--- src/rtl/edge_event_arbiter_pkg.sv ---
// Shared types and helpers for the edge event arbiter slice.
package edge_evt_pkg;

  typedef enum logic {
    IDLE  = 1'b0,
    OFFER = 1'b1
  } state_t;

  // Channel index width; never narrower than one bit.
  function automatic int ch_w(input int n);
    return (n > 1) ? $clog2(n) : 1;
  endfunction

endpackage

--- src/rtl/edge_event_arbiter_if.sv ---
// Valid/ready event port between the arbiter (master) and the event consumer (slave).
interface edge_event_arbiter_if
  import edge_evt_pkg::*;
#(
  parameter int N_CH = 4
);

  localparam int CH_W = ch_w(N_CH);

  logic            evt_valid;
  logic [CH_W-1:0] evt_ch;
  logic            evt_ready;

  modport master (
    output evt_valid,
    output evt_ch,
    input  evt_ready
  );

  modport slave (
    input  evt_valid,
    input  evt_ch,
    output evt_ready
  );

endinterface

--- src/rtl/edge_event_arbiter_rr_arbiter.sv ---
// Combinational round-robin picker: first requester at or above ptr, wrapping.
module rr_arbiter
  import edge_evt_pkg::*;
#(
  parameter  int N_CH = 4,
  localparam int CH_W = ch_w(N_CH)
) (
  input  logic [N_CH-1:0] req,
  input  logic [CH_W-1:0] ptr,
  output logic [CH_W-1:0] gnt_idx,
  output logic            any_req
);

  assign any_req = |req;

  // Scan from the farthest offset down so the nearest requester to ptr wins last.
  always_comb begin
    gnt_idx = '0;
    for (int k = N_CH - 1; k >= 0; k--) begin
      int idx;
      idx = int'(ptr) + k;
      if (idx >= N_CH) idx = idx - N_CH;
      if (req[idx]) gnt_idx = CH_W'(idx);
    end
  end

endmodule

--- src/rtl/edge_event_arbiter.sv ---
// Rising-edge detector per channel with pending/overflow tracking and a
// round-robin serialiser onto a single valid/ready event port.
//
// state | meaning
// IDLE  | no event offered; waiting for any enabled pending channel
// OFFER | evt_valid high, evt_ch frozen until the consumer accepts
module edge_event_arbiter
  import edge_evt_pkg::*;
#(
  parameter  int N_CH = 4,
  localparam int CH_W = ch_w(N_CH)
) (
  input  logic                 clk,
  input  logic                 rst,
  input  logic [N_CH-1:0]      in,
  input  logic [N_CH-1:0]      ch_en,
  output logic [N_CH-1:0]      ovf,
  input  logic                 ovf_clr,
  edge_event_arbiter_if.master evt
);

  state_t          state;
  logic [N_CH-1:0] h0;
  logic [N_CH-1:0] h1;
  logic [N_CH-1:0] rise;
  logic [N_CH-1:0] pending;
  logic [N_CH-1:0] hs_vec;
  logic [N_CH-1:0] arb_req;
  logic [CH_W-1:0] arb_ptr;
  logic [CH_W-1:0] gnt_idx;
  logic            any_req;
  logic [CH_W-1:0] ptr;
  logic [CH_W-1:0] ch_q;
  logic [CH_W-1:0] ch_next;
  logic            valid_q;
  logic            hs;

  assign rise    = h0 & ~h1;
  assign hs      = valid_q & evt.evt_ready;
  assign ch_next = (ch_q == CH_W'(N_CH - 1)) ? '0 : ch_q + 1'b1;

  assign evt.evt_valid = valid_q;
  assign evt.evt_ch    = ch_q;

  // One-hot of the channel being accepted this cycle.
  always_comb begin
    hs_vec = '0;
    if (hs) hs_vec[ch_q] = 1'b1;
  end

  // While offering, look ahead past the accepted channel so a grant is ready on handshake.
  always_comb begin
    if (state == OFFER) begin
      arb_req = pending & ch_en & ~hs_vec;
      arb_ptr = ch_next;
    end else begin
      arb_req = pending & ch_en;
      arb_ptr = ptr;
    end
  end

  rr_arbiter #(.N_CH(N_CH)) u_rr_arbiter (
    .req     (arb_req),
    .ptr     (arb_ptr),
    .gnt_idx (gnt_idx),
    .any_req (any_req)
  );

  // Edge history, pending events and sticky overflow; reset preloads history to avoid a false edge.
  always_ff @(posedge clk) begin
    if (!rst) begin
      h0      <= in;
      h1      <= in;
      pending <= '0;
      ovf     <= '0;
    end else begin
      h0      <= in;
      h1      <= h0;
      pending <= ch_en & ((pending & ~hs_vec) | rise);
      ovf     <= (rise & ch_en & pending & ~hs_vec) | (ovf & ~{N_CH{ovf_clr}});
    end
  end

  // Offer FSM with registered valid/channel; pointer advances past each accepted channel.
  always_ff @(posedge clk) begin
    if (!rst) begin
      state   <= IDLE;
      valid_q <= 1'b0;
      ch_q    <= '0;
      ptr     <= '0;
    end else begin
      case (state)
        IDLE: begin
          if (any_req) begin
            state   <= OFFER;
            valid_q <= 1'b1;
            ch_q    <= gnt_idx;
          end
        end
        OFFER: begin
          if (hs) begin
            ptr <= ch_next;
            if (any_req) begin
              ch_q <= gnt_idx;
            end else begin
              state   <= IDLE;
              valid_q <= 1'b0;
            end
          end
        end
        default: begin
          state   <= IDLE;
          valid_q <= 1'b0;
        end
      endcase
    end
  end

endmodule

--- src/flat_wrapper.sv ---
// flat-port wrapper written by rule: the top's interface ports become plain ports
module edge_event_arbiter_flat import edge_evt_pkg::*;
#(
  parameter  int N_CH = 4,
  localparam int CH_W = ch_w(N_CH)
)
  (clk, rst, in, ch_en, ovf, ovf_clr, evt_evt_valid, evt_evt_ch, evt_evt_ready);
  edge_event_arbiter_if #(.N_CH(N_CH)) evt_i ();
  input  logic clk;
  input  logic rst;
  input  logic [N_CH-1:0] in;
  input  logic [N_CH-1:0] ch_en;
  output logic [N_CH-1:0] ovf;
  input  logic ovf_clr;
  output wire logic [$bits(evt_i.evt_valid)-1:0] evt_evt_valid;
  output wire logic [$bits(evt_i.evt_ch)-1:0] evt_evt_ch;
  input wire logic [$bits(evt_i.evt_ready)-1:0] evt_evt_ready;
  assign evt_evt_valid = evt_i.evt_valid;
  assign evt_evt_ch = evt_i.evt_ch;
  assign evt_i.evt_ready = evt_evt_ready;
  edge_event_arbiter #(.N_CH(N_CH)) u_core (.clk(clk), .rst(rst), .in(in), .ch_en(ch_en), .ovf(ovf), .ovf_clr(ovf_clr), .evt(evt_i));
endmodule
--- config.mk ---
export PLATFORM = sky130hd
export DESIGN_NAME = edge_event_arbiter_flat
export DESIGN_NICKNAME = d
export VERILOG_FILES = /design/src/rtl/edge_event_arbiter_pkg.sv /design/src/rtl/edge_event_arbiter_if.sv /design/src/rtl/edge_event_arbiter_rr_arbiter.sv /design/src/rtl/edge_event_arbiter.sv /design/src/flat_wrapper.sv
export SDC_FILE = /design/constraint.sdc
export NUM_CORES = 1
export LEC_CHECK = 0
export BUFFER_PORTS_ARGS = -buffer_cell sky130_fd_sc_hd__buf_2
export CAP_MARGIN = 20
export CORE_UTILIZATION = 48
export DETAILED_ROUTE_END_ITERATION = 16
export HOLD_SLACK_MARGIN = 0.1
export PLACE_DENSITY = 0.71
export SKIP_CTS_REPAIR_TIMING = 1
export SLEW_MARGIN = 25
export SYNTH_ARGS = -nofsm -noshare
export SYNTH_HDL_FRONTEND = slang
export SYNTH_SLANG_ARGS = --single-unit
--- constraint.sdc ---
create_clock -name clk -period 1.53 [get_ports clk]
set_input_delay 0 -clock clk [delete_from_list [all_inputs] [get_ports clk]]
set_output_delay 0 -clock clk [all_outputs]
set_load 0.1 [all_outputs]
==> impl_table.tex <==
\begin{tabular}{lr}
\hline
Metric & Value \\
\hline
\multicolumn{2}{l}{\textbf{Cells and area}} \\
Area Growth Syn to Fin & 35.30\% \\
Utilization of the core after routing & roughly 69\% \\
Non-filler instance count after layout & approximately 170 \\
Ratio of cells with drive above 1 in the final layout & 30.61\% \\
Number of diodes added for antenna fixing & 0 \\
Count of fill cells added during filler insertion & between 100 and 150 \\
Layout net count & $\sim$160 \\
Final design instance area without fill & approximately 1400 µm² \\
\multicolumn{2}{l}{\textbf{Timing}} \\
F\_max & around 630 MHz \\
Max-Slew Margin vs Limit & 67.73\% \\
Total Negative Setup Slacks & -75.26 ps \\
RSZ-0062 raised after global routing & true \\
Setup-failing EPs final & 2 \\
Clock Skews & roughly 3.3 ps \\
Min Tclk post-route & approximately 1600 ps \\
Final worst path period share & 103.1\% \\
Worst Max-Slew Pin Slew & between 400 and 500 ps \\
Minimum setup slack in the final design & -48.11 ps \\
Final Hold Fails & 0 \\
Max-slew violation count & 0 \\
Final-layout worst hold slack & 320.1 ps \\
\multicolumn{2}{l}{\textbf{Power and ir drop}} \\
VDD IR max & about 0.64 mV \\
Total power per unit cell area & roughly 850 nW/µm² \\
Static Leak & approximately 0.55 nW \\
\multicolumn{2}{l}{\textbf{CTS}} \\
Worst skew pair latency & roughly 320 ps \\
Number of buffers inserted during clock tree synthesis & 3 \\
Maximum clock path buffer count & 2 \\
Clk root buf & clkbuf\_4 \\
TritonCTS clock tree & built \\
\# clock sinks & 22 \\
Maximum level of the CTS H-tree & 1 \\
Clock edge transition at the registers on the reported setup and hold paths & 130 ps \\
\multicolumn{2}{l}{\textbf{Synth}} \\
Dominant cell type by area after synthesis & dfxtp\_1 \\
Most numerous cell types in the synthesized netlist & dfxtp\_1, a21oi\_1, nand2\_1, nor2b\_1, inv\_1 \\
Share of the synthesized area in the top cell type & about 43\% \\
Sequential area share after synthesis & between 40\% and 50\% \\
Leading cell types by total area after synthesis & dfxtp\_1, nor2b\_1, a21oi\_1 \\
Most numerous cell in the Yosys netlist & dfxtp\_1 \\
Synthesized instance count & roughly 110 \\
Fraction of synthesis flops using an asynchronous set or reset pin & 0\% \\
Yosys warnings & 0 \\
Dominant register cell in the synthesized netlist & dfxtp\_1 \\
Number of library cell types mapped by synthesis & 29 \\
Post-synth net total & 130 \\
Post-synth design cell area & 1017 µm² \\
Number of storage elements in the synthesis netlist & 22 \\
Syn\_area\_per\_cell & just under 9 µm² \\
Number of flops mapped to enable cells by yosys & 0 \\
\multicolumn{2}{l}{\textbf{Flow run}} \\
Total of max-cap violations & 0 \\
\multicolumn{2}{l}{\textbf{Placement}} \\
Routability congestion estimate from global placement & roughly 0.82 \\
Placed instance area & about 1200 µm² \\
DP HPWL & about 1.5 mm \\
Count of port buffers added during placement & 18 \\
Post-placement cell count & between 150 and 200 \\
\multicolumn{2}{l}{\textbf{Floorplanning}} \\
I/O Pins & 19 \\
Cell Rows & 16 \\
Die extent in x & between 40 and 50 µm \\
Core Region & between 1500 and 2000 µm² \\
Starting density of the core & roughly half \\
Die Y & 48.04 µm \\
Full die area & approximately 2300 µm² \\
\multicolumn{2}{l}{\textbf{Worst setup path}} \\
Maximum fanout count along the critical path & 7 \\
Critical-path cell with the highest stage delay & dfxtp\_4 \\
Slack of the worst reg-to-reg path & -50 ps \\
Category of cells accounting for the largest share of critical-path delay & compound AO/OA/AOI/OAI gates \\
Critical path type & reg2reg \\
Worst path max stage delay & 410 ps \\
Kind of launch point of the worst setup path & flip-flop \\
Cells traversed along the worst timing path & inv\_4 -> ha\_4 -> a21o\_1 -> a41oi\_2 -> nand2\_1 -> o32ai\_2 \\
Critical path data arrival time & between 1500 and 2000 ps \\
Critical Path End Type & flip-flop \\
Buf+Inv Stages, Crit Path & 1 \\
Required arrival time at the worst endpoint & 1760 ps \\
\multicolumn{2}{l}{\textbf{Global routing}} \\
GRT Resource Usage Total & 19.24\% \\
First-pass GRT wire length & about 3.0 mm \\
Pin count of the biggest net entering global routing & 20 \\
Number of global-route vias before repair & between 700 and 800 \\
Global-route congestion overflow total & 0 \\
Antenna violations before repair & 0 \\
\multicolumn{2}{l}{\textbf{Routing}} \\
Total wirelength of the detailed-routed design & roughly 2.2 mm \\
DRT Pass-1 Iters & 4 \\
Detailed router's first-iteration violation count & 16 \\
Vias per inst & 5.207 \\
Antenna Nets Post-Route & 0 \\
Residual DRC count & 0 \\
Average detailed-routed wire length per instance & roughly 12 µm \\
Via count of the routed design & approximately 910 \\
\multicolumn{2}{l}{\textbf{Run status}} \\
Run status & finished, violations left \\
Failing checks & negative setup slack \\
\multicolumn{2}{l}{\textbf{Hold path}} \\
Worst min path class & in2reg \\
\hline
\end{tabular}
## registers in the layout (all words and copies together) (netlist names)
register              count
u_core.ovf                4
u_core.h1                 4
u_core.state              1
u_core.h0                 4
u_core.evt.evt_valid      1
u_core.pending            4
u_core.evt.evt_ch         2
u_core.ptr                2
## report_power, final
part           internal (mW)  switching (mW)  total (mW)
Clock                  0.200           0.191       0.391
Sequential             0.595          0.0143       0.610
Combinational         0.0776          0.0912       0.169
## worst paths after layout
check,startpoint,end,cells after the start
max,u_core.evt.evt_ch[0]$_SDFFE_PN0P_,u_core.evt.evt_ch[1]$_SDFFE_PN0P_,6
min,in[0],u_core.h0[0]$_DFF_P_,2
max reg2reg,u_core.evt.evt_ch[0]$_SDFFE_PN0P_,u_core.evt.evt_ch[1]$_SDFFE_PN0P_,6
min reg2reg,u_core.h0[2]$_DFF_P_,u_core.h1[2]$_DFF_P_,1
## layer usage
metal,up-vias,wire [µm],track usage (%)
met5,-,0,0
met4,0,17,6.667
met3,2,102,3.774
met2,32,1085,30.81
met1,414,954,25.74
li1,458,-,-
## cell type report
class,instances,area (µm²),share of cell area [%]
Clock buffer,4,47.55,3.455
Sequential cell,22,452.9,32.91
Multi-Input combinational cell,82,578.1,42.00
Inverter,5,23.77,1.727
Tap cell,27,33.78,2.455
Timing Repair Buffer,34,240.2,17.45
## metrics by stage
| step | total power, mW | worst slack (ps) |
|---|---|---|
| after CTS | 1.136 | -64.87 |
| after floorplan | 0.7267 | -91.19 |
| after detailed placement | 0.7593 | -37.22 |
| final | 1.169 | -48.11 |
| after global placement | 0.7559 | -12.12 |
| after global routing | 1.217 | -129.2 |
## kinds of logic (layout without fill, tap and decap cells)
family | after synthesis | in the layout | share of synthesized area [%]
buffers and inverters | 10 | 43 | 5.536
adder cells (fa/ha/maj) | 4 | 4 | 4.920
flip-flops | 22 | 22 | 43.30
AND/OR/NAND/NOR | 42 | 42 | 21.65
multiplexers | 5 | 5 | 5.412
AO/OA/AOI/OAI | 31 | 31 | 19.19
## cell usage in the layout (no fill, tap or decap), types with 2 or more instances in the layout
master,instances
dlygate4sd3_1,12
a21o_1,3
ha_4,2
dfxtp_4,3
a21boi_0,2
a21oi_1,16
nand2b_1,2
buf_2,18
o21ai_0,3
dfxtp_1,18
nor2b_1,13
mux2_2,4
inv_1,3
buf_4,4
o21a_1,2
clkbuf_4,3
nand4_1,2
inv_4,2
nor2_1,4
nand2_1,14
Power figures use the tool's default switching activity.
